[src/rtl/seq_mult_pkg.sv]
// Shared state encoding and sizing helpers for the sequential digit multiplier.
package seq_mult_pkg;

    localparam int unsigned STATE_W = 2;

    typedef enum logic [STATE_W-1:0] {
        IDLE = 2'd0,
        CALC = 2'd1,
        DONE = 2'd2,
        ERR  = 2'd3
    } state_e;

    // Step counter width; a single-step configuration still needs one bit.
    function automatic int unsigned count_w(input int unsigned steps);
        return (steps > 1) ? $clog2(steps) : 1;
    endfunction

endpackage

[src/rtl/seq_mult_digit.sv]
// Combinational DIG_W x DIG_W unsigned digit multiplier.
module seq_mult_digit #(
    parameter int unsigned DIG_W = 4
) (
    input  logic [DIG_W-1:0]   i_a,
    input  logic [DIG_W-1:0]   i_b,
    output logic [2*DIG_W-1:0] o_p
);

    localparam int unsigned P_W = 2 * DIG_W;

    assign o_p = P_W'(i_a) * P_W'(i_b);

endmodule

[src/rtl/seq_mult_core.sv]
// Sequential multiplier: one digit-pair partial product accumulated per cycle.
// Optional two's-complement operands when SEQ_MULT_SIGNED_MODE_EN is defined.
module seq_mult_core
    import seq_mult_pkg::*;
#(
    parameter  int unsigned OP_W  = 8,
    parameter  int unsigned DIG_W = 4,
    localparam int unsigned N     = OP_W / DIG_W,
    localparam int unsigned STEPS = N * N,
    localparam int unsigned CNT_W = count_w(STEPS)
) (
    input  logic               clk,
    input  logic               reset_a,
    input  logic               start,
    input  logic [OP_W-1:0]    dataa,
    input  logic [OP_W-1:0]    datab,
`ifdef SEQ_MULT_SIGNED_MODE_EN
    input  logic               signed_op,
`endif
    output logic [2*OP_W-1:0]  product,
    output logic               done,
    output logic               busy,
    output logic               err,
    output logic [STATE_W-1:0] state_out,
    output logic [CNT_W-1:0]   count_out
);

    localparam int unsigned ACC_W = 2 * OP_W;

    state_e                 r_state;
    state_e                 w_state_next;
    logic [OP_W-1:0]        r_a;
    logic [OP_W-1:0]        r_b;
    logic [ACC_W-1:0]       r_acc;
    logic [CNT_W-1:0]       r_k;
    logic [ACC_W-1:0]       r_product;
    logic                   r_err;
    logic                   r_neg;

    logic                   w_accept;
    logic                   w_last;
    logic                   w_neg;
    logic [OP_W-1:0]        w_mag_a;
    logic [OP_W-1:0]        w_mag_b;
    int unsigned            w_i;
    int unsigned            w_j;
    logic [DIG_W-1:0]       w_a_dig;
    logic [DIG_W-1:0]       w_b_dig;
    logic [2*DIG_W-1:0]     w_pp;
    logic [ACC_W-1:0]       w_acc_next;
    logic [ACC_W-1:0]       w_result;

    // ---------------- Controller ----------------
    always_ff @(posedge clk or posedge reset_a) begin
        if (reset_a) begin
            r_state <= IDLE;
        end else begin
            r_state <= w_state_next;
        end
    end

    always_comb begin
        w_state_next = r_state;
        unique case (r_state)
            IDLE:    if (start) w_state_next = CALC;
            CALC: begin
                if (start) begin
                    w_state_next = ERR;
                end else if (w_last) begin
                    w_state_next = DONE;
                end
            end
            DONE:    w_state_next = start ? CALC : IDLE;
            ERR:     if (start) w_state_next = CALC;
            default: w_state_next = IDLE;
        endcase
    end

    assign w_accept = start && (r_state != CALC);
    assign w_last   = (r_k == CNT_W'(STEPS - 1));

    // ---------------- Operand conditioning ----------------
`ifdef SEQ_MULT_SIGNED_MODE_EN
    // Magnitudes of -2^(OP_W-1) still fit, so the datapath stays unsigned.
    always_comb begin
        w_mag_a = dataa;
        w_mag_b = datab;
        w_neg   = 1'b0;
        if (signed_op) begin
            if (dataa[OP_W-1]) w_mag_a = ~dataa + OP_W'(1);
            if (datab[OP_W-1]) w_mag_b = ~datab + OP_W'(1);
            w_neg = dataa[OP_W-1] ^ datab[OP_W-1];
        end
    end
    assign w_result = r_neg ? (~w_acc_next + ACC_W'(1)) : w_acc_next;
`else
    assign w_mag_a  = dataa;
    assign w_mag_b  = datab;
    assign w_neg    = 1'b0;
    assign w_result = w_acc_next;
`endif

    // ---------------- Datapath ----------------
    always_comb begin
        w_i        = 32'(r_k) % N;
        w_j        = 32'(r_k) / N;
        w_a_dig    = DIG_W'(r_a >> (w_i * DIG_W));
        w_b_dig    = DIG_W'(r_b >> (w_j * DIG_W));
        w_acc_next = r_acc + (ACC_W'(w_pp) << ((w_i + w_j) * DIG_W));
    end

    seq_mult_digit #(
        .DIG_W (DIG_W)
    ) u_digit (
        .i_a (w_a_dig),
        .i_b (w_b_dig),
        .o_p (w_pp)
    );

    always_ff @(posedge clk or posedge reset_a) begin
        if (reset_a) begin
            r_a       <= '0;
            r_b       <= '0;
            r_acc     <= '0;
            r_k       <= '0;
            r_product <= '0;
            r_err     <= 1'b0;
            r_neg     <= 1'b0;
        end else if (w_accept) begin
            r_a   <= w_mag_a;
            r_b   <= w_mag_b;
            r_neg <= w_neg;
            r_acc <= '0;
            r_k   <= '0;
            r_err <= 1'b0;
        end else if (r_state == CALC) begin
            if (start) begin
                // Abort: partial sum is dropped, held product untouched.
                r_err <= 1'b1;
                r_acc <= '0;
                r_k   <= '0;
            end else begin
                r_acc <= w_acc_next;
                r_k   <= r_k + CNT_W'(1);
                if (w_last) begin
                    r_product <= w_result;
                    r_k       <= '0;
                end
            end
        end
    end

    assign product   = r_product;
    assign done      = (r_state == DONE);
    assign busy      = (r_state == CALC);
    assign err       = r_err;
    assign state_out = r_state;
    assign count_out = (r_state == CALC) ? r_k : '0;

endmodule

[config.mk]
export PLATFORM = sky130hd
export DESIGN_NAME = seq_mult_core
export DESIGN_NICKNAME = d
export VERILOG_FILES = /design/src/rtl/seq_mult_pkg.sv /design/src/rtl/seq_mult_digit.sv /design/src/rtl/seq_mult_core.sv
export SDC_FILE = /design/constraint.sdc
export NUM_CORES = 1
export LEC_CHECK = 0
export CAP_MARGIN = 20
export CELL_PAD_IN_SITES_DETAIL_PLACEMENT = 1
export CELL_PAD_IN_SITES_GLOBAL_PLACEMENT = 1
export CORE_ASPECT_RATIO = 0.7
export CORE_MARGIN = 1
export CORE_UTILIZATION = 40
export CTS_CLUSTER_DIAMETER = 200
export DETAILED_ROUTE_END_ITERATION = 7
export PLACE_DENSITY = 0.81
export SLEW_MARGIN = 20
export SYNTH_ARGS = -nofsm -noshare
export SYNTH_HDL_FRONTEND = slang
export SYNTH_SLANG_ARGS = --single-unit
[constraint.sdc]
create_clock -name clk -period 5 [get_ports clk]
set_input_delay 1 -clock clk [delete_from_list [all_inputs] [get_ports clk]]
set_output_delay 1 -clock clk [all_outputs]
set_load 0.005 [all_outputs]
## Word-level counts from Yosys, hierarchy flattened

Index checks and enable logic that the tools add are counted.

- Output and inout bits: 23
- Register bits: 53
- Input port bits: 19

- Bitwise operators: 2
- Add/sub/neg operators: 3
- Multiplexer cells: 16
- Reductions and logical operators: 8
- Multiply operators: 1
- Equality and inequality tests: 7
- Shift operators: 3

Operators by type and width:

| kind | count |
|---|---|
| 16-bit 2-to-1 mux | 3 |
| 16-bit adder | 1 |
| 2-bit 2-to-1 mux | 8 |
| 8-bit by 4-bit left shift with 16-bit output | 1 |
| 8-bit by 3-bit right shift with 4-bit output | 2 |
| 4-bit by 4-bit multiplier with 8-bit output | 1 |
| 2-bit equality test, second input constant | 3 |
| 2-bit case mux with 3 select lines | 1 |
| 1-bit 2-to-1 mux | 4 |
| 2-bit by 1-bit inequality test with 1-bit output, second input constant | 2 |
| 2-bit AND reduction | 2 |
| 4-bit AND reduction | 1 |
| 2-bit nonzero test | 2 |
| 3-bit by 2-bit inequality test with 1-bit output, second input constant | 1 |
| 1-bit by 1-bit adder with 2-bit output | 1 |
| 2-bit by 1-bit adder with 2-bit output, second input constant | 1 |
| 2-bit by 1-bit equality test with 1-bit output, second input constant | 1 |
| 2-bit zero test | 1 |
| 1-bit NOT | 2 |
| 2-bit OR reduction | 1 |
| 1-bit logical AND | 1 |

## Logic depth before layout (Yosys ltp)

Gate-level depths: netlist of run 1.

- Word-level depth: 7
- Gate-level depth with buffers: 23
- Mapped depth without buffers: 21

## Hierarchy

From an unflattened synthesis of run 1, not the netlist that was laid out.

- Cell total of the unflattened synthesis: 359
- Area, all modules: 3590.9 um2

By module, submodules not included:

| module | seq. area each (um2) | cells each | area an instance (um2) | instances |
|---|---|---|---|---|
| seq_mult_core | 1326.3 | 308 | 3143.0 | 1 |
| seq_mult_digit | 0.0 | 51 | 447.9 | 1 |

## Worst setup path before layout of run 1

OpenSTA, ideal clock, no wires.

- Kind: reg2reg
- Start: reg r_k[0]
- End: reg r_acc[15]
- Clock period less this slack: 4.930 ns
- Cell stages (with the launch flop): 24
- Library setup time: 0.074 ns
- Setup slack: 0.070 ns
- Arrival: 4.856 ns
- Path buffers: 2
- Cells stage by stage: dfrtp_1 -> clkbuf_1 -> mux2i_1 -> or2_2 -> fa_1 -> inv_1 -> fa_1 -> inv_1 -> fa_1 -> inv_1 -> a21o_1 -> a21oi_1 -> xnor2_1 -> mux2i_1 -> nor2_1 -> ha_1 -> buf_6 -> a2111oi_2 -> o21ai_1 -> a21oi_2 -> a21oi_2 -> xor2_2 -> a21o_1 -> a21oi_2

- Longest elaborated chain between the ends: 7

Ends and longest elaborated chain:

| item | line | RTL |
|---|---|---|
| from (decl) | seq_mult_core.sv:35 | `logic [CNT_W-1:0] r_k;` |
| from (signal assigned) | seq_mult_core.sv:144 | `r_k <= r_k + CNT_W'(1);` |
| 8-bit by 3-bit right shift with 4-bit output | seq_mult_core.sv:107 | `w_a_dig = DIG_W'(r_a >> (w_i * DIG_W));` |
| 4-bit by 4-bit multiplier with 8-bit output | seq_mult_digit.sv:12 | `assign o_p = P_W'(i_a) * P_W'(i_b);` |
| 8-bit by 4-bit left shift with 16-bit output * | seq_mult_core.sv:109 | `w_acc_next = r_acc + (ACC_W'(w_pp) << ((w_i + w_j) * DIG_W));` |
| 16-bit adder * | seq_mult_core.sv:109 |  |
| 16-bit 2-to-1 mux * | seq_mult_core.sv:137 | `if (start) begin` |
| 16-bit 2-to-1 mux * | seq_mult_core.sv:136 | `end else if (r_state == CALC) begin` |
| 16-bit 2-to-1 mux * | seq_mult_core.sv:129 | `end else if (w_accept) begin` |
| to (signal assigned) | seq_mult_core.sv:143 | `r_acc <= w_acc_next;` |
| to (decl) | seq_mult_core.sv:34 | `logic [ACC_W-1:0] r_acc;` |

Every way passes the cells marked *; elsewhere a longest branch is shown, timed or not. The select of a mux whose other input is x is not followed.
A chain may end at the register's enable or synchronous reset.

## Final worst setup path of run 1

- Start: reg r_k[0]
- End: reg r_product[15], in the netlist product[15]

- Longest elaborated chain between the ends: 4

Ends and longest elaborated chain:

| item | line | RTL |
|---|---|---|
| 8-bit by 3-bit right shift with 4-bit output | seq_mult_core.sv:107 |  |
| 4-bit by 4-bit multiplier with 8-bit output | seq_mult_digit.sv:12 |  |
| 8-bit by 4-bit left shift with 16-bit output | seq_mult_core.sv:109 |  |
| 16-bit adder | seq_mult_core.sv:109 |  |
| to (signal assigned) | seq_mult_core.sv:146 | `r_product <= w_result;` |
| to (decl) | seq_mult_core.sv:36 | `logic [ACC_W-1:0] r_product;` |

Several ways; a longest one is shown, not always the timed one.

==> flow_results.xml, run 1 <==
<?xml version="1.0" encoding="UTF-8"?>
<metrics>
  <group name="outcome">
    <metric name="run_status" unit="">finished, violations left</metric>
    <metric name="violations" unit="">setup timing</metric>
  </group>
  <group name="yosys">
    <metric name="syn_inst" unit="">374</metric>
    <metric name="post-synth-top-area-fraction" unit="">0.368</metric>
    <metric name="post_synthesis_register_bit_count" unit="">53</metric>
    <metric name="synth_most_common_cell" unit="">dfrtp_1</metric>
    <metric name="async_flop_share" unit="">1.00</metric>
    <metric name="syn_nets" unit="">428</metric>
    <metric name="syn-cell-area" unit="um2">3600</metric>
    <metric name="post_synth_most_frequent_cells" unit="">dfrtp_1 (53), nor2_1 (35), nand2_1 (32)</metric>
    <metric name="synth.lib_cells_used.distinct" unit="">50</metric>
    <metric name="postSynth.topFlopCell" unit="">dfrtp_1</metric>
    <metric name="yosysSeqAreaShare" unit="">0.368</metric>
    <metric name="yosys.area.top_type" unit="">dfrtp_1</metric>
    <metric name="synth_edf_count" unit="">0</metric>
    <metric name="yosysWarningCount" unit="">0</metric>
    <metric name="dominant_cells_by_area_after_synthesis" unit="">dfrtp_1 (37%), ha_1 (10%), mux2_2 (7.2%)</metric>
    <metric name="synth.avg_cell_area" unit="um2">9.64</metric>
  </group>
  <group name="drt">
    <metric name="route.detailed.wl_per_inst" unit="um">17.8</metric>
    <metric name="num_vias" unit="">2929</metric>
    <metric name="drtIter0Drc" unit="">147</metric>
    <metric name="first_pass_iters" unit="">4</metric>
    <metric name="drc" unit="">0</metric>
    <metric name="average_via_count_per_standard_cell" unit="">5.29</metric>
    <metric name="detailed_route_wire_length" unit="mm">9.88</metric>
    <metric name="antenna_violation_net_count_after_detailed_routing" unit="">0</metric>
  </group>
  <group name="global_route">
    <metric name="grt.total_usage" unit="">0.223</metric>
    <metric name="globalRoute.totalOverflow" unit="">0</metric>
    <metric name="antenna_violations_before_repair" unit="">0</metric>
    <metric name="grt_pass1_vias" unit="">3030</metric>
    <metric name="grt_first_pass_wirelength" unit="mm">15.8</metric>
    <metric name="grt_max_degree" unit="">54</metric>
  </group>
  <group name="clocking">
    <metric name="max-clock-path-buffers" unit="">2</metric>
    <metric name="clock_insertion_delay_worst_skew" unit="ns">0.30</metric>
    <metric name="clock_sinks" unit="">53</metric>
    <metric name="clock_tree.htree_level_count" unit="">2</metric>
    <metric name="clk_root_buffer_cell" unit="">clkbuf_16</metric>
    <metric name="postCtsHoldBufs" unit="">0</metric>
    <metric name="clk_transition_reported_paths" unit="ns">0.07</metric>
    <metric name="clock_tree_from_tritoncts" unit="">done</metric>
    <metric name="cts_made_buffers" unit="">5</metric>
  </group>
  <group name="setup_path">
    <metric name="worst_path_most_repeated_cell" unit="">a21oi_2</metric>
    <metric name="cpLargestDelayFamily" unit="">adder cells</metric>
    <metric name="setup.worst_path.class" unit="">flop to flop</metric>
    <metric name="timing.critical_path.cells" unit="">mux2i_2 -&gt; or2_4 -&gt; fa_1 -&gt; inv_1 -&gt; fa_1 -&gt; inv_2 -&gt; fa_2 -&gt; inv_2 -&gt; a21o_1 -&gt; a21oi_2 -&gt; xnor2_2 -&gt; mux2i_1 -&gt; nor2_1 -&gt; ha_1 -&gt; buf_6 -&gt; buf_4 -&gt; o211ai_4 -&gt; a211oi_2 -&gt; a21oi_2 -&gt; a21oi_2 -&gt; xor2_2 -&gt; xnor2_1 -&gt; o21ai_1</metric>
    <metric name="crit_path_end_kind" unit="">flop</metric>
    <metric name="cp_slowest_stage_delay" unit="ns">0.58</metric>
    <metric name="critPathBufInv" unit="">5</metric>
    <metric name="critical_path_peak_fanout" unit="">5</metric>
    <metric name="critPathSlowestCell" unit="">fa_1</metric>
    <metric name="critical_path.startpoint_type" unit="">flop</metric>
    <metric name="critPathRequiredTime" unit="ns">5.15</metric>
    <metric name="data_arrival_at_the_endpoint_of_the_critical_path" unit="ns">5.20</metric>
  </group>
  <group name="placed_design">
    <metric name="dp_slack" unit="ns">-0.311</metric>
    <metric name="routability_cong" unit="">0.847</metric>
    <metric name="dp.final_hpwl" unit="mm">6.95</metric>
    <metric name="number_of_buffers_added_on_ports" unit="">41</metric>
    <metric name="placed_cell_area" unit="um2">4220</metric>
  </group>
  <group name="timing">
    <metric name="finalSetupViolations" unit="">5</metric>
    <metric name="timing.final.crit_share" unit="">1.01</metric>
    <metric name="tightestPinTransition" unit="ns">0.886</metric>
    <metric name="fin_ws" unit="ns">-0.0500</metric>
    <metric name="period_needed" unit="ns">5.05</metric>
    <metric name="clock.fmax" unit="GHz">0.198</metric>
    <metric name="worst_slew_margin_rel" unit="">0.408</metric>
    <metric name="fin_skew" unit="ns">0.00693</metric>
    <metric name="grt_setup_unrepaired" unit="">yes</metric>
    <metric name="timing_hold_violations_final" unit="">0</metric>
    <metric name="final-max-slew-violation-count" unit="">0</metric>
  </group>
  <group name="min_path">
    <metric name="hold_class" unit="">flop to flop</metric>
  </group>
  <group name="cells_and_area">
    <metric name="fin_nets" unit="">487</metric>
    <metric name="insertedDiodeCount" unit="">0</metric>
    <metric name="filler_cell_count" unit="">973</metric>
    <metric name="stdcell_area" unit="um2">4600</metric>
    <metric name="flow.area_growth_from_synthesis" unit="%">27.7</metric>
    <metric name="multi_input_area" unit="um2">2270</metric>
    <metric name="share_of_post_route_cells_with_drive_strength_above_1" unit="">0.235</metric>
    <metric name="final-seq-area" unit="um2">1330</metric>
  </group>
  <group name="floorplan">
    <metric name="core_area" unit="um2">8580</metric>
    <metric name="die_h" unit="um">81.4</metric>
    <metric name="placement_rows" unit="">28</metric>
    <metric name="floorplan.initialDensity" unit="">0.420</metric>
    <metric name="floorplan.die_area" unit="um2">9400</metric>
    <metric name="top_level_ports" unit="">42</metric>
    <metric name="die_w" unit="um">115</metric>
  </group>
  <group name="job">
    <metric name="drv.max_cap_violation_count" unit="">0</metric>
  </group>
</metrics>
-- layout by cell type, fill, tap and decap left out, types with 3 or more instances in the layout --
master and instances:
a211oi_1 3, a21o_1 10, a21oi_1 14, a21oi_2 8, and2_1 7, buf_4 28
clkbuf_16 5, clkdlybuf4s50_1 41, dfrtp_1 51, fa_1 4, ha_1 30, inv_1 18
inv_2 3, mux2_2 23, mux2i_1 14, mux2i_2 3, nand2_1 28, nand2b_1 4
nand3_1 4, nor2_1 35, nor2b_1 9, nor3_1 3, nor3b_1 4, o21ai_0 18
o21ai_1 5, or2_4 3, xnor2_1 7, xnor2_2 3, xor2_1 5
-- kinds of logic after synthesis --
logic type / count (synthesis) / share of synthesized area
adder cells (fa/ha/maj): 35 / 0.132
AO/OA/AOI/OAI: 75 / 0.135
flip-flops: 53 / 0.368
multiplexers: 40 / 0.119
buffers and inverters: 39 / 0.0437
XOR/XNOR: 18 / 0.0458
AND/OR/NAND/NOR: 114 / 0.156
-- layer usage --
layer	up-vias	global-route usage	share of wire
met3	7	0.0354	0.039
met2	48	0.358	0.47
met4	0	0.0532	0.0091
met5	-	0	0
met1	1468	0.315	0.48
li1	1406	-	-
-- sequential cells by signal, summed over array words and instances, names as in the netlist --
signal,count
err,1
product,16
r_a,8
r_acc,16
r_b,8
r_k,2
state_out,2
-- path summary, 6_finish.rpt --
check,from,slack [ns],cells past startpoint,end
setup / recovery,r_k[0]$_DFFE_PP0P_,-0.05,23,product[15]$_DFFE_PP0P_
hold / removal,product[11]$_DFFE_PP0P_,0.48,2,product[11]$_DFFE_PP0P_
setup reg to reg,r_k[0]$_DFFE_PP0P_,-0.05,23,product[15]$_DFFE_PP0P_
hold reg to reg,product[11]$_DFFE_PP0P_,0.48,2,product[11]$_DFFE_PP0P_
max in group asynchronous,reset_a,3.28,3,r_k[1]$_DFFE_PP0P_
min in group asynchronous,reset_a,1.23,3,err$_DFFE_PP0P_
-- area by class of cell --
cell class / instances / area share
clock buffer: 6 / 0.0280
clock inverter: 2 / 0.00326
inverter: 21 / 0.0171
multi-input combinational: 282 / 0.493
sequential: 53 / 0.289
tap: 120 / 0.0326
timing repair buffer: 70 / 0.137
-- per-stage QoR --
stage                     TNS (ns)  hold WS [ns]  std cells   util
after floorplan                  0         0.456        374      -
after global placement      -0.526         0.461        535  0.492
after detailed placement     -2.69         0.470        535  0.492
after CTS                        0         0.485        549  0.520
after global routing         -3.17         0.517        554  0.536
final                       -0.174         0.480        554  0.536
-- worst register-to-register path, stage by stage, from the launching register on --
cell and delay (ns):
dfrtp_2 0.48, mux2i_2 0.19, or2_4 0.24, fa_1 0.54, inv_1 0.06, fa_1 0.58
inv_2 0.06, fa_2 0.37, inv_2 0.06, a21o_1 0.12, a21oi_2 0.08, xnor2_2 0.18
mux2i_1 0.20, nor2_1 0.08, ha_1 0.37, buf_6 0.12, buf_4 0.11, o211ai_4 0.07
a211oi_2 0.25, a21oi_2 0.13, a21oi_2 0.22, xor2_2 0.21, xnor2_1 0.14, o21ai_1 0.07
-- what timing repair did --
item                       in CTS  in global routing
pin swaps                      17                 24
resized for setup              17                 22
cloned                          0                  0
setup endpoints to repair      15                 16
buffers inserted                6                  5
Power of run 1 is not shown: default switching activity piles up to over one toggle a cycle in this logic, so the estimate is an artifact.
==> inputs of run 2 (changes only) <==
- CORE_UTILIZATION: 40 -> 35
- PLACE_DENSITY: 0.81 -> 0.73
==> flow_results.xml, run 2 (synthesis gave the netlist of run 1 again) <==
<?xml version="1.0" encoding="UTF-8"?>
<metrics>
  <group name="timing">
    <metric name="finalSetupViolations" unit="">0</metric>
    <metric name="grt_setup_unrepaired" unit="">yes</metric>
    <metric name="fin_skew" unit="ns">0.00607</metric>
    <metric name="worst_slew_margin_rel" unit="">0.409</metric>
    <metric name="period_needed" unit="ns">4.99</metric>
    <metric name="clock.fmax" unit="GHz">0.200</metric>
    <metric name="fin_ws" unit="ns">0.00706</metric>
    <metric name="timing.final.crit_share" unit="">0.999</metric>
    <metric name="final-max-slew-violation-count" unit="">0</metric>
    <metric name="timing_hold_violations_final" unit="">0</metric>
    <metric name="tightestPinTransition" unit="ns">0.884</metric>
  </group>
  <group name="global_route">
    <metric name="grt_max_degree" unit="">54</metric>
    <metric name="grt_pass1_vias" unit="">3089</metric>
    <metric name="globalRoute.totalOverflow" unit="">0</metric>
    <metric name="antenna_violations_before_repair" unit="">0</metric>
    <metric name="grt.total_usage" unit="">0.193</metric>
    <metric name="grt_first_pass_wirelength" unit="mm">15.8</metric>
  </group>
  <group name="placed_design">
    <metric name="dp_slack" unit="ns">-0.269</metric>
    <metric name="place.detailed.instances" unit="">548</metric>
    <metric name="dp.final_hpwl" unit="mm">7.06</metric>
    <metric name="number_of_buffers_added_on_ports" unit="">41</metric>
    <metric name="routability_cong" unit="">0.840</metric>
  </group>
  <group name="setup_path">
    <metric name="setup.worst_path.class" unit="">flop to flop</metric>
    <metric name="crit-reg2reg-launch" unit="">r_k[1]$_DFFE_PP0P_</metric>
    <metric name="critical_path.startpoint_type" unit="">flop</metric>
    <metric name="ff2ff_setup_slack" unit="ns">0.007</metric>
    <metric name="critPathLaunch" unit="">r_k[1]$_DFFE_PP0P_</metric>
    <metric name="worstReg2RegEnd" unit="">product[10]$_DFFE_PP0P_</metric>
    <metric name="critPathRequiredTime" unit="ns">5.19</metric>
    <metric name="crit_path_end_kind" unit="">flop</metric>
    <metric name="critical_path_peak_fanout" unit="">4</metric>
    <metric name="worst_r2r_path_depth" unit="">18</metric>
    <metric name="endpoint" unit="">product[10]$_DFFE_PP0P_</metric>
    <metric name="data_arrival_at_the_endpoint_of_the_critical_path" unit="ns">5.18</metric>
  </group>
  <group name="floorplan">
    <metric name="floorplan.initialDensity" unit="">0.367</metric>
    <metric name="floorplan.die_area" unit="um2">10700</metric>
    <metric name="die_h" unit="um">86.9</metric>
    <metric name="die_w" unit="um">123</metric>
    <metric name="top_level_ports" unit="">42</metric>
    <metric name="placement_rows" unit="">30</metric>
    <metric name="core_area" unit="um2">9830</metric>
  </group>
  <group name="clocking">
    <metric name="clock_sinks" unit="">53</metric>
    <metric name="clk_root_buffer_cell" unit="">clkbuf_16</metric>
    <metric name="clock_tree.htree_level_count" unit="">2</metric>
    <metric name="cts_made_buffers" unit="">5</metric>
    <metric name="clock_tree_from_tritoncts" unit="">done</metric>
    <metric name="clk_transition_reported_paths" unit="ns">0.07</metric>
    <metric name="postCtsHoldBufs" unit="">0</metric>
    <metric name="max-clock-path-buffers" unit="">2</metric>
    <metric name="clock_insertion_delay_worst_skew" unit="ns">0.29</metric>
  </group>
  <group name="cells_and_area">
    <metric name="post-route-util" unit="">0.470</metric>
    <metric name="insertedDiodeCount" unit="">0</metric>
    <metric name="share_of_post_route_cells_with_drive_strength_above_1" unit="">0.243</metric>
    <metric name="fin_nets" unit="">489</metric>
    <metric name="filler_cell_count" unit="">1125</metric>
    <metric name="non_filler_cells_in_the_finished_layout" unit="">564</metric>
    <metric name="most_common_cell_after_layout_fill_and_taps_aside" unit="">dfrtp_1</metric>
    <metric name="final-seq-area" unit="um2">1330</metric>
    <metric name="flow.area_growth_from_synthesis" unit="%">28.2</metric>
    <metric name="most-common-layout-cells" unit="">dfrtp_1 (51), clkdlybuf4s50_1 (41), nor2_1 (33)</metric>
    <metric name="multi_input_area" unit="um2">2260</metric>
  </group>
  <group name="drt">
    <metric name="num_vias" unit="">2905</metric>
    <metric name="antenna_violation_net_count_after_detailed_routing" unit="">0</metric>
    <metric name="first_pass_iters" unit="">4</metric>
    <metric name="met2_length" unit="mm">4.40</metric>
    <metric name="detailed_route_wire_length" unit="mm">9.62</metric>
    <metric name="drtIter0Drc" unit="">146</metric>
    <metric name="routed.top_layer" unit="">met4</metric>
    <metric name="route.detailed.wl_per_inst" unit="um">17.1</metric>
    <metric name="average_via_count_per_standard_cell" unit="">5.15</metric>
    <metric name="routed-wl-met3" unit="um">237</metric>
    <metric name="wl_met1" unit="mm">4.92</metric>
    <metric name="drc" unit="">0</metric>
  </group>
  <group name="min_path">
    <metric name="hold_class" unit="">flop to flop</metric>
    <metric name="holdCritStartpoint" unit="">product[5]$_DFFE_PP0P_</metric>
  </group>
  <group name="outcome">
    <metric name="run_status" unit="">finished clean</metric>
  </group>
  <group name="job">
    <metric name="drv.max_cap_violation_count" unit="">0</metric>
  </group>
</metrics>
==> run 2: cell types whose count changed in the layout (fill, tap and decap cells not counted), moves of 2 or more <==
cell / previous run / this run
nand3_1: 4 / 2
nand3_2: 0 / 2
xor2_1: 5 / 7
nor2_1: 35 / 33
==> run 2: final cells by class <==
cell class | instances | area share
clock inverter | 3 | 0.00460
timing repair buffer | 72 | 0.141
clock buffer | 5 | 0.0271
tap | 128 | 0.0347
multi-input combinational | 282 | 0.488
sequential | 53 | 0.287
inverter | 21 | 0.0171
==> run 2: repair_timing <==
action | 4_1_cts | 5_1_grt
pin swaps | 20 | 10
buffers inserted | 6 | 2
setup endpoints to repair | 12 | 14
resized for setup | 20 | 20
==> run 2: worst min-delay path by stage <==
stage | to | cells past startpoint
final | product[5]$_DFFE_PP0P_ | 2
after global routing | product[6]$_DFFE_PP0P_ | 2
after CTS | product[6]$_DFFE_PP0P_ | 2
after detailed placement | product[5]$_DFFE_PP0P_ | 2
after global placement | product[9]$_DFFE_PP0P_ | 2
after floorplan | r_acc[13]$_DFFE_PP0P_ | 2
==> run 2: critical path, stage by stage, from the launching register on <==
cell      delay (ns)
dfrtp_2         0.46
mux2i_2         0.18
or2_4           0.26
fa_1            0.54
inv_1           0.05
fa_1            0.50
ha_1            0.33
a21oi_2         0.19
nand4b_1        0.18
a31oi_2         0.13
or2_4           0.27
mux2_2          0.29
nor2_4          0.13
ha_4            0.24
a21o_1          0.16
a21oi_2         0.20
a31oi_2         0.14
or3_1           0.38
a41o_1          0.24
==> run 2: per-stage QoR <==
step,hold slack [ns],TNS (ns),cell area [um2]
2_1_floorplan,0.456,0,3600
3_3_place_gp,0.460,-0.287,4270
3_5_place_dp,0.474,-1.77,4270
4_1_cts,0.491,0,4530
5_1_grt,0.524,-1.58,4620
6_report,0.485,0,4620
==> run 2: layer usage <==
metal | vias to the layer above | track usage
li1 | 1413 | -
met1 | 1449 | 0.280
met2 | 39 | 0.304
met3 | 4 | 0.0327
met4 | 0 | 0.0307
met5 | - | 0
Power of run 2 is left out for the same reason.
==> inputs of run 3 (changes only) <==
- CTS_BUF_LIST: unset -> sky130_fd_sc_hd__clkbuf_4
==> flow_results.xml, run 3 (synthesis gave the netlist of run 1 again) <==
<?xml version="1.0" encoding="UTF-8"?>
<metrics>
  <group name="cells_and_area">
    <metric name="share_of_post_route_cells_with_drive_strength_above_1" unit="">0.241</metric>
    <metric name="non_filler_cells_in_the_finished_layout" unit="">564</metric>
    <metric name="most-common-layout-cells" unit="">dfrtp_1 (51), clkdlybuf4s50_1 (41), nor2_1 (33), buf_4 (31)</metric>
    <metric name="post-route-util" unit="">0.460</metric>
    <metric name="insertedDiodeCount" unit="">0</metric>
    <metric name="stdcell_area" unit="um2">4530</metric>
    <metric name="flow.area_growth_from_synthesis" unit="%">25.5</metric>
    <metric name="fin_nets" unit="">489</metric>
    <metric name="most_common_cell_after_layout_fill_and_taps_aside" unit="">dfrtp_1</metric>
  </group>
  <group name="global_route">
    <metric name="antenna_violations_before_repair" unit="">0</metric>
    <metric name="grt_pass1_vias" unit="">3097</metric>
    <metric name="grt_first_pass_wirelength" unit="mm">15.7</metric>
    <metric name="grt_max_degree" unit="">54</metric>
    <metric name="globalRoute.totalOverflow" unit="">0</metric>
    <metric name="grt.total_usage" unit="">0.190</metric>
  </group>
  <group name="drt">
    <metric name="average_via_count_per_standard_cell" unit="">5.11</metric>
    <metric name="drtIter0Drc" unit="">116</metric>
    <metric name="drc" unit="">0</metric>
    <metric name="num_vias" unit="">2883</metric>
    <metric name="detailed_route_wire_length" unit="mm">9.43</metric>
    <metric name="first_pass_iters" unit="">6</metric>
    <metric name="route.detailed.wl_per_inst" unit="um">16.7</metric>
    <metric name="antenna_violation_net_count_after_detailed_routing" unit="">0</metric>
  </group>
  <group name="placed_design">
    <metric name="placed_cell_area" unit="um2">4270</metric>
    <metric name="dp.final_hpwl" unit="mm">7.06</metric>
    <metric name="routability_cong" unit="">0.840</metric>
    <metric name="place.detailed.instances" unit="">548</metric>
    <metric name="number_of_buffers_added_on_ports" unit="">41</metric>
  </group>
  <group name="min_path">
    <metric name="hold_class" unit="">flop to flop</metric>
    <metric name="holdPathStages" unit="">2</metric>
  </group>
  <group name="setup_path">
    <metric name="worstReg2RegEnd" unit="">product[10]$_DFFE_PP0P_</metric>
    <metric name="critPathLaunch" unit="">r_k[0]$_DFFE_PP0P_</metric>
    <metric name="endpoint" unit="">product[10]$_DFFE_PP0P_</metric>
    <metric name="crit_path_end_kind" unit="">flop</metric>
    <metric name="critPathRequiredTime" unit="ns">5.30</metric>
    <metric name="critical_path.startpoint_type" unit="">flop</metric>
    <metric name="crit-reg2reg-launch" unit="">r_k[0]$_DFFE_PP0P_</metric>
    <metric name="critical_path_peak_fanout" unit="">4</metric>
    <metric name="data_arrival_at_the_endpoint_of_the_critical_path" unit="ns">5.27</metric>
    <metric name="setup.worst_path.class" unit="">flop to flop</metric>
    <metric name="worst_r2r_path_depth" unit="">18</metric>
    <metric name="ff2ff_setup_slack" unit="ns">0.04</metric>
  </group>
  <group name="floorplan">
    <metric name="top_level_ports" unit="">42</metric>
    <metric name="floorplan.die_area" unit="um2">10700</metric>
    <metric name="core_area" unit="um2">9830</metric>
    <metric name="die_h" unit="um">86.9</metric>
    <metric name="floorplan.initialDensity" unit="">0.367</metric>
    <metric name="placement_rows" unit="">30</metric>
    <metric name="die_w" unit="um">123</metric>
  </group>
  <group name="clocking">
    <metric name="max-clock-path-buffers" unit="">2</metric>
    <metric name="cts_made_buffers" unit="">5</metric>
    <metric name="clock_tree_from_tritoncts" unit="">done</metric>
    <metric name="clock_sinks" unit="">53</metric>
    <metric name="clock_insertion_delay_worst_skew" unit="ns">0.39</metric>
    <metric name="clk_transition_reported_paths" unit="ns">0.17</metric>
    <metric name="clk_root_buffer_cell" unit="">clkbuf_4</metric>
    <metric name="clock_tree.htree_level_count" unit="">2</metric>
  </group>
  <group name="timing">
    <metric name="worst_slew_margin_rel" unit="">0.404</metric>
    <metric name="tns" unit="ns">0</metric>
    <metric name="timing.final.crit_share" unit="">0.993</metric>
    <metric name="grt_setup_unrepaired" unit="">yes</metric>
    <metric name="tightestPinTransition" unit="ns">0.892</metric>
    <metric name="finalSetupViolations" unit="">0</metric>
    <metric name="period_needed" unit="ns">4.96</metric>
    <metric name="final-max-slew-violation-count" unit="">0</metric>
    <metric name="timing_hold_violations_final" unit="">0</metric>
    <metric name="clock.fmax" unit="GHz">0.201</metric>
    <metric name="fin_skew" unit="ns">0.0105</metric>
  </group>
  <group name="outcome">
    <metric name="run_status" unit="">finished clean</metric>
  </group>
  <group name="job">
    <metric name="drv.max_cap_violation_count" unit="">0</metric>
  </group>
</metrics>
-- run 3: cell types whose count changed in the layout (fill, tap and decap cells not counted), moves of 2 or more --
cell       previous run  this run
clkbuf_16             5         0
buf_6                 2         0
clkbuf_4              0         5
o21ai_0              18        16
buf_4                29        31
o21ai_1               5         7
-- run 3: layer usage --
layer | global-route usage | up-vias | part of all wire
li1 | - | 1410 | -
met5 | 0 | - | 0
met3 | 0.0347 | 4 | 0.019
met2 | 0.299 | 31 | 0.45
met1 | 0.275 | 1438 | 0.52
met4 | 0.0340 | 0 | 0.0067
-- run 3: layout make-up --
| type | count | area (um2) |
|---|---|---|
| inverters | 21 | 78.8 |
| clock buffers | 5 | 37.5 |
| flip-flops and latches | 53 | 1330 |
| repair buffers | 72 | 643 |
| fillers | 1129 | 5310 |
| clock inverters | 3 | 21.3 |
| well taps | 128 | 160 |
| multi-input cells | 282 | 2260 |
-- run 3: stage by stage --
| step | setup WS (ns) | hold slack (ns) |
|---|---|---|
| finish | 0.0366 | 0.504 |
| global route | -0.192 | 0.546 |
| CTS | 0.0158 | 0.511 |
| detailed placement | -0.269 | 0.474 |
| global placement | -0.0895 | 0.460 |
| floorplan | 0.0697 | 0.456 |
-- run 3: worst min-delay path by stage --
stage	from	end
4_1_cts	product[6]$_DFFE_PP0P_	product[6]$_DFFE_PP0P_
6_report	product[5]$_DFFE_PP0P_	product[5]$_DFFE_PP0P_
2_1_floorplan	r_acc[13]$_DFFE_PP0P_	r_acc[13]$_DFFE_PP0P_
3_3_place_gp	product[9]$_DFFE_PP0P_	product[9]$_DFFE_PP0P_
5_1_grt	product[6]$_DFFE_PP0P_	product[6]$_DFFE_PP0P_
3_5_place_dp	product[5]$_DFFE_PP0P_	product[5]$_DFFE_PP0P_
-- run 3: critical path: stages (launching register included) --
cell,delay (ns)
dfrtp_2,0.48
mux2i_2,0.18
or2_4,0.26
fa_1,0.54
inv_1,0.05
fa_1,0.50
ha_1,0.33
a21oi_2,0.07
nand4b_1,0.23
and4_1,0.21
or2_4,0.23
mux2_2,0.29
nor2_4,0.13
ha_4,0.24
a21o_1,0.16
a21oi_2,0.21
a31oi_2,0.14
or3_4,0.38
a41o_1,0.24
-- run 3: what timing repair did --
item                       in CTS  in global routing
pin swaps                      18                  8
gates cloned                    0                  0
hold endpoints to repair        0                  0
hold buffers                    0                  0
setup buffers                   6                  2
setup endpoints to repair      12                 14
gates resized for setup        21                 18
Power of run 3 is left out for the same reason.
